<file path="src/rtl/lfsr_sig_monitor.sv">
// lfsr_sig_monitor: watches an 8-bit LFSR pattern stream. After a start pulse
// the first pattern becomes the seed. Each later pattern yields a record
// {hamming distance to previous pattern, pattern} in a small FIFO. The block
// also accumulates a saturating distance sum and detects seed recurrence.
// Optional feature macro: LFSR_MON_MISR_EN builds an 8-bit MISR signature over
// the pattern stream; without it misr is tied to zero.
module lfsr_sig_monitor #(
  parameter int         FIFO_DEPTH = 4,
  parameter logic [7:0] MISR_POLY  = 8'hB8
) (
  input  logic        clk,
  input  logic        rst_n,
  input  logic        start,
  input  logic        pat_valid,
  input  logic [7:0]  pat,
  output logic        rec_valid,
  input  logic        rec_ready,
  output logic [11:0] rec_data,
  output logic [11:0] hd_sum,
  output logic [7:0]  period,
  output logic        period_found,
  output logic [7:0]  misr,
  output logic        overflow,
  output logic        busy
);
  localparam int AW = $clog2(FIFO_DEPTH);

  typedef enum logic [1:0] {IDLE, SEED, RUN, DONE} state_t;

  state_t      r_state;
  logic [7:0]  r_seed, r_prev, r_count, r_period;
  logic [11:0] r_hd_sum;
  logic        r_found, r_ovf;
  logic [11:0] r_mem [FIFO_DEPTH];
  logic [AW:0] r_wptr, r_rptr;

  logic        w_run_smp, w_empty, w_full, w_pop, w_push;
  logic [7:0]  w_diff;
  logic [3:0]  w_hd;
  logic [12:0] w_sum;

  // A RUN sample counts only when start is not pulsing the same cycle
  assign w_run_smp = (r_state == RUN) && pat_valid && !start;
  assign w_diff    = pat ^ r_prev;
  assign w_empty   = (r_wptr == r_rptr);
  assign w_full    = (r_wptr[AW] != r_rptr[AW]) &&
                     (r_wptr[AW-1:0] == r_rptr[AW-1:0]);
  assign w_pop     = !w_empty && rec_ready;
  // A pop in the same cycle frees a slot, so a full FIFO still accepts
  assign w_push    = w_run_smp && (!w_full || w_pop);
  assign w_sum     = {1'b0, r_hd_sum} + {9'b0, w_hd};

  // Popcount of the bit difference against the previous pattern
  always_comb begin
    w_hd = '0;
    for (int i = 0; i < 8; i++) w_hd = w_hd + {3'b0, w_diff[i]};
  end

  // FIFO storage; contents are masked by the empty flag so no reset needed
  always_ff @(posedge clk) begin
    if (w_push) r_mem[r_wptr[AW-1:0]] <= {w_hd, pat};
  end

  // FIFO pointers; extra MSB distinguishes full from empty
  always_ff @(posedge clk) begin
    if (!rst_n || start) begin
      r_wptr <= '0;
      r_rptr <= '0;
    end else begin
      if (w_push) r_wptr <= r_wptr + 1'b1;
      if (w_pop)  r_rptr <= r_rptr + 1'b1;
    end
  end

  // Capture FSM with seed/recurrence tracking and statistics
  always_ff @(posedge clk) begin
    if (!rst_n) begin
      r_state  <= IDLE;
      r_seed   <= '0;
      r_prev   <= '0;
      r_count  <= '0;
      r_period <= '0;
      r_hd_sum <= '0;
      r_found  <= 1'b0;
      r_ovf    <= 1'b0;
    end else if (start) begin
      r_state  <= SEED;
      r_count  <= '0;
      r_period <= '0;
      r_hd_sum <= '0;
      r_found  <= 1'b0;
      r_ovf    <= 1'b0;
    end else begin
      case (r_state)
        SEED: if (pat_valid) begin
          r_seed  <= pat;
          r_prev  <= pat;
          r_count <= 8'd1;
          r_state <= RUN;
        end
        RUN: if (pat_valid) begin
          r_hd_sum <= w_sum[12] ? 12'hFFF : w_sum[11:0];
          r_prev   <= pat;
          r_count  <= r_count + 8'd1;
          if (!w_push) r_ovf <= 1'b1;
          // Recurrence wins over count saturation on the same sample
          if (pat == r_seed) begin
            r_period <= r_count + 8'd1;
            r_found  <= 1'b1;
            r_state  <= DONE;
          end else if (r_count == 8'd254) begin
            r_state  <= DONE;
          end
        end
        default: ;
      endcase
    end
  end

`ifdef LFSR_MON_MISR_EN
  logic [7:0] r_misr;
  // Signature register folds each RUN pattern into a shifted feedback word
  always_ff @(posedge clk) begin
    if (!rst_n || start) r_misr <= '0;
    else if (w_run_smp)  r_misr <= {r_misr[6:0], ^(r_misr & MISR_POLY)} ^ pat;
  end
  assign misr = r_misr;
`else
  logic w_unused_poly;
  assign w_unused_poly = ^MISR_POLY;
  assign misr = 8'h00;
`endif

  assign rec_valid    = !w_empty;
  assign rec_data     = w_empty ? 12'h000 : r_mem[r_rptr[AW-1:0]];
  assign hd_sum       = r_hd_sum;
  assign period       = r_period;
  assign period_found = r_found;
  assign overflow     = r_ovf;
  assign busy         = (r_state == SEED) || (r_state == RUN);
endmodule

</file>
<file path="config.mk">
export PLATFORM = sky130hd
export DESIGN_NAME = lfsr_sig_monitor
export DESIGN_NICKNAME = d
export VERILOG_FILES = /design/src/rtl/lfsr_sig_monitor.sv
export SDC_FILE = /design/constraint.sdc
export NUM_CORES = 1
export LEC_CHECK = 0
export BUFFER_PORTS_ARGS = -buffer_cell sky130_fd_sc_hd__buf_2
export CAP_MARGIN = 10
export CORE_ASPECT_RATIO = 0.75
export CORE_UTILIZATION = 32
export CTS_BUF_LIST = sky130_fd_sc_hd__clkbuf_4
export DETAILED_ROUTE_END_ITERATION = 8
export PLACE_DENSITY = 0.56
export SETUP_SLACK_MARGIN = 0.5
export SLEW_MARGIN = 15
export SYNTH_ARGS = -nofsm -noshare
export SYNTH_HDL_FRONTEND = slang
export SYNTH_SLANG_ARGS = --single-unit
</file>
<file path="constraint.sdc">
create_clock -name clk -period 7.2 [get_ports clk]
set_clock_uncertainty 0.2 [all_clocks]
set_input_delay 1.44 -clock clk [delete_from_list [all_inputs] [get_ports clk]]
set_output_delay 1.44 -clock clk [all_outputs]
set_load 0.01 [all_outputs]
</file>
Word level (Yosys, flattened, before mapping). Memories as Yosys holds them, arrays and structs flattened. A register that Yosys moved wholly into a read port is not among the register bits. Index checks and enable logic that the tools add are counted.

Register bits: 54. RAM bits: 48. Bits of input ports: 13. Output and inout port bits: 44. Logic and storage cells: 79. Memories: 1.

Memory list: r_mem (depth 4, bits a word 12, rd ports 1, clocked after memory_dff 1, write ports 1, RTL line 34) `logic [11:0] r_mem [FIFO_DEPTH];`.

Add/sub/neg operators: 11. Eq/ne operators: 13. Muxes and demuxes: 15. Bitwise operators: 4. Reduce and logical (&&, ||, !) cells: 24.

Operators with widths (number): $mux 12 (2); $add 4x1->4 (4); $mux 8 (2); $pmux 8 s2 (1); $reduce_and 3->1 (5); $add 12x4->13 (1); $mux 2 (6); $add 8x1->8 const B (1); $eq 8x8->1 (1); $eq 8x8->1 const B (1); $reduce_and 4->1 (2); $xor 8x8->8 (1); $add 3x1->3 const B (2); $ne 3x3->1 const B (2); $logic_and 1x1->1 (5); $add 3x1->4 (1); $logic_not 1->1 (4); $ne 2x2->1 const B (2); $ne 4x2->1 const B (1); $pmux 2 s2 (1); $reduce_or 2->1 (2); $add 2x1->3 (1); $eq 3x3->1 (1); $logic_or 1x1->1 (3); other kinds (11) (15).

Depth between registers and ports, before layout.
Word-level depth: 10. Mapped depth: 15. Gate-level depth less buffers: 15.

Least setup slack after synthesis. Ideal clock, no wire load.

Path type: input to register. Start point: input port pat[0]. End point: register r_hd_sum[8], in the netlist hd_sum[8]. Setup time: 0.129 ns. Data arrival time: 5.295 ns. Slack: 1.576 ns. Stages on the path: 15. Path buffers: 0. Cell sequence: xnor2_1 fa_1 inv_1 fa_1 inv_1 fa_1 inv_1 ha_1 fa_1 inv_1 fa_1 nand2b_1 a211oi_2 and4_1 nor3_1.

Word-level cells in the longest chain between the ends: 10.

Ends and longest elaborated chain: from (decl) (RTL line 15) `input logic [7:0] pat,`; $xor 8x8->8 (RTL line 44) `assign w_diff = pat ^ r_prev;`; $add 1x1->2 (RTL line 56) `for (int i = 0; i < 8; i++) w_hd = w_hd + {3'b0, w_diff[i]};`; $add 2x1->3 (RTL line 56); $add 3x1->4 (RTL line 56); $add 4x1->4 (4 in series) (RTL line 56); via w_hd[1] (RTL line 39) `logic [3:0] w_hd;`; $add 12x4->13 (RTL line 51) `assign w_sum = {1'b0, r_hd_sum} + {9'b0, w_hd};`; $mux 12 (RTL line 102) `r_hd_sum <= w_sum[12] ? 12'hFFF : w_sum[11:0];`; to (signal assigned) (RTL line 102); to (decl) (RTL line 32) `logic [11:0] r_hd_sum;`.

The timed path passes the listed nets, and every way through them passes these cells. A chain may end at the register's enable or synchronous reset.

Worst setup path in the final report.
Start point: input port pat[0]. End point: register r_hd_sum[5], in the netlist hd_sum[5].

The elaborated chain is that of the path after synthesis.

==> flow_summary.json <==
{
  "drt_iter0_drc": 138,
  "yosys_warnings": 0,
  "cts_made_buffers": 9,
  "async_reset_ff_share_pct": 0,
  "synth_edf_count": 48,
  "rr_worst_depth": 15,
  "dp_hpwl_mm": 7.02,
  "drt-pass1-iter-count": 4,
  "ys_seq_elements": 104,
  "fin_tns_setup_ns": 0,
  "htreeDepth": 3,
  "rsz0062_at_grt": "false",
  "routed_wl_mm": 10.0,
  "ir_drop_v": 0.0000758,
  "r2r-start": "r_prev[0]",
  "via_per_inst": 4.76,
  "numPortBuffers": 48,
  "pin_count": 57,
  "antenna_cells": 0,
  "tightestPinTransition_ns": 0.871,
  "setup-violations-final": 0,
  "wl_per_cell_um": 14.9,
  "ys_seq_area_share_pct": 51.9,
  "dieWidth_um": 145,
  "cp_data_arrival_time_ns": 5.92,
  "grt_pass1_wl_mm": 16.1,
  "antenna_left": 0,
  "fin_area_um2": 5490,
  "min_path_cells": 2,
  "drv_slew": 0,
  "path_clk_slew_ns": 0.17,
  "cts_tree": "built",
  "hold_violations": 0,
  "clk_latency_ns": 0.47,
  "fmaxAchievable_mhz": 175,
  "timing.rr.end": "hd_sum[5]",
  "finalCritPeriodShare_pct": 79.6,
  "slew-limit-headroom_pct": 41.8,
  "rows": 38,
  "gp_congestion": 0.744,
  "antenna_found_initial": 0,
  "place_area_um2": 5340,
  "p_leak_uw": 0.00215,
  "crit_path_end_kind": "flip-flop",
  "ys_types": 55,
  "grt_max_degree": 28,
  "die_area_um2": 15900,
  "clock_path_buffers": 2,
  "drv_cap": 0,
  "cts_root_buf": "clkbuf_4",
  "grt_overflow": 0,
  "postCtsSetupRepairBufs": 0,
  "first_global_vias": 3020,
  "die_h_um": 110,
  "drc_errors": 0,
  "outcome": "completed",
  "rrSetupSlack_ns": 2.26,
  "cts_resized": 0,
  "min_to": "period_found",
  "syn_avg_cell_area_um2": 11.7,
  "critPathMaxFanout": 8,
  "powerDensity_nw_per_um2": 199,
  "synth_flop_cell": "dfxtp_1",
  "via_count": 3203,
  "cts_hold_buf": 0,
  "core_um2": 14800,
  "grt_use_total_pct": 13.5,
  "syn_area_um2": 4940,
  "startpoint_type": "input pin",
  "min_path_type": "reg -> reg",
  "period_needed_ns": 5.73,
  "min_from": "period_found",
  "syn_inst": 422,
  "nFillCells": 1454,
  "initial_core_util_pct": 33.4,
  "drive_gt1_share_pct": 19.0,
  "cts_sinks": 104,
  "required_ns": 7.39,
  "area_growth_pct": 11.0,
  "fin_nets": 502,
  "crit_type": "in -> reg"
}
-- synth_stat cells, drive strengths merged, types with 7 or more instances --
| master | n | share of area, % |
|---|---|---|
| ha | 16 | 4.1 |
| and2 | 7 | 1.0 |
| nor2b | 23 | 2.9 |
| and2b | 7 | 1.1 |
| edfxtp | 48 | 29 |
| dfxtp | 56 | 23 |
| nand2 | 26 | 2.0 |
| xor2 | 20 | 3.5 |
| xnor2 | 8 | 1.4 |
| inv | 21 | 1.6 |
| buf | 16 | 2.2 |
| mux4 | 12 | 5.5 |
| mux2i | 26 | 5.3 |
| nor2 | 20 | 1.5 |
| nor3 | 9 | 1.1 |
| a21oi | 22 | 2.2 |
| nand3 | 11 | 1.3 |
| o21ai | 18 | 1.9 |
-- routing by layer --
metal  vias to the layer above  GRT usage [%]  part of all wire [%]
met4                         0           4.74                  0.79
li1                       1590              -                     -
met2                        54           20.9                    45
met1                      1554           18.3                    51
met5                         -              0                     0
met3                         5           3.53                   3.1
-- metrics by stage --
stage                     hold WS [ns]  util (%)  cells  worst slack [ns]  total power [uW]
after floorplan                  0.259         -    429              1.58               763
after global placement           0.239      36.1    657              1.13               795
after detailed placement         0.240      36.1    657              1.03               802
after CTS                        0.264      37.1    673              1.50              1110
after global routing             0.294      37.1    673              1.28              1150
final                            0.263      37.1    673              1.47              1090
-- where the power goes --
part	internal, uW	switching (uW)
clock	84.5	220
combinational	52.7	91.9
sequential	640	3.71
-- critical path: stages --
cell      delay [ns]
buf_2           0.16
xnor2_1         0.17
fa_1            0.54
inv_1           0.05
fa_1            0.53
inv_1           0.06
fa_1            0.53
inv_1           0.04
ha_1            0.21
fa_1            0.60
inv_1           0.09
fa_1            0.42
nand2b_1        0.23
a211oi_2        0.42
nand2_1         0.22
a31oi_1         0.19
-- flip-flops by register name, summed over array words and instances (netlist names), named ones only --
| signal | cells |
|---|---|
| overflow | 1 |
| hd_sum | 12 |
| r_wptr | 3 |
| period_found | 1 |
| r_rptr | 3 |
| r_count | 8 |
| period | 8 |
| r_mem | 48 |
| r_prev | 8 |
| r_state | 2 |
| r_seed | 8 |
-- placed cells by master (no fill, tap or decap), types with 3 or more instances in the layout --
| cell type | instances |
|---|---|
| edfxtp_1 | 48 |
| conb_1 | 8 |
| nand4_1 | 3 |
| dfxtp_1 | 56 |
| buf_2 | 48 |
| nor3_1 | 8 |
| mux4_2 | 12 |
| o21a_1 | 4 |
| and2b_1 | 7 |
| inv_8 | 3 |
| o21ai_0 | 16 |
| and2_1 | 3 |
| nand3_1 | 9 |
| a21oi_1 | 22 |
| mux2i_1 | 26 |
| clkbuf_4 | 9 |
| a31oi_1 | 6 |
| fa_1 | 5 |
| nor4_1 | 3 |
| nand2_1 | 26 |
| nor2_1 | 20 |
| xor2_1 | 20 |
| ha_1 | 16 |
| nor2b_1 | 23 |
| inv_1 | 21 |
| xnor2_1 | 8 |
| o31ai_1 | 4 |
| and2_2 | 3 |
-- kinds of logic after synthesis --
group | Yosys count | share of synthesized area, %
AO/OA/AOI/OAI | 66 | 8.41
buffers and inverters | 43 | 4.30
adder cells (fa/ha/maj) | 21 | 6.08
multiplexers | 38 | 10.7
flip-flops | 104 | 51.9
other | 1 | 0.0759
AND/OR/NAND/NOR | 121 | 13.6
XOR/XNOR | 28 | 4.96
-- cell type report --
cell class / count / area, um2 / area share [%]
Multi-Input combinational cell: 282 / 2190 / 40.0
Timing Repair Buffer: 50 / 255 / 4.65
Clock buffer: 9 / 67.6 / 1.23
Inverter: 21 / 78.8 / 1.44
Sequential cell: 104 / 2560 / 46.7
Tap cell: 200 / 250 / 4.56
Clock inverter: 7 / 76.3 / 1.39
-- how the worst max path moves through the flow --
| stage | startpoint | to |
|---|---|---|
| 5_1_grt | pat[0] | hd_sum[5] |
| 4_1_cts | pat[0] | hd_sum[5] |
| 6_report | pat[0] | hd_sum[5] |
| 2_1_floorplan | pat[0] | hd_sum[8] |
| 3_3_place_gp | pat[0] | hd_sum[8] |
| 3_5_place_dp | pat[0] | hd_sum[5] |
Note: power is estimated with default switching activity, not from simulation.
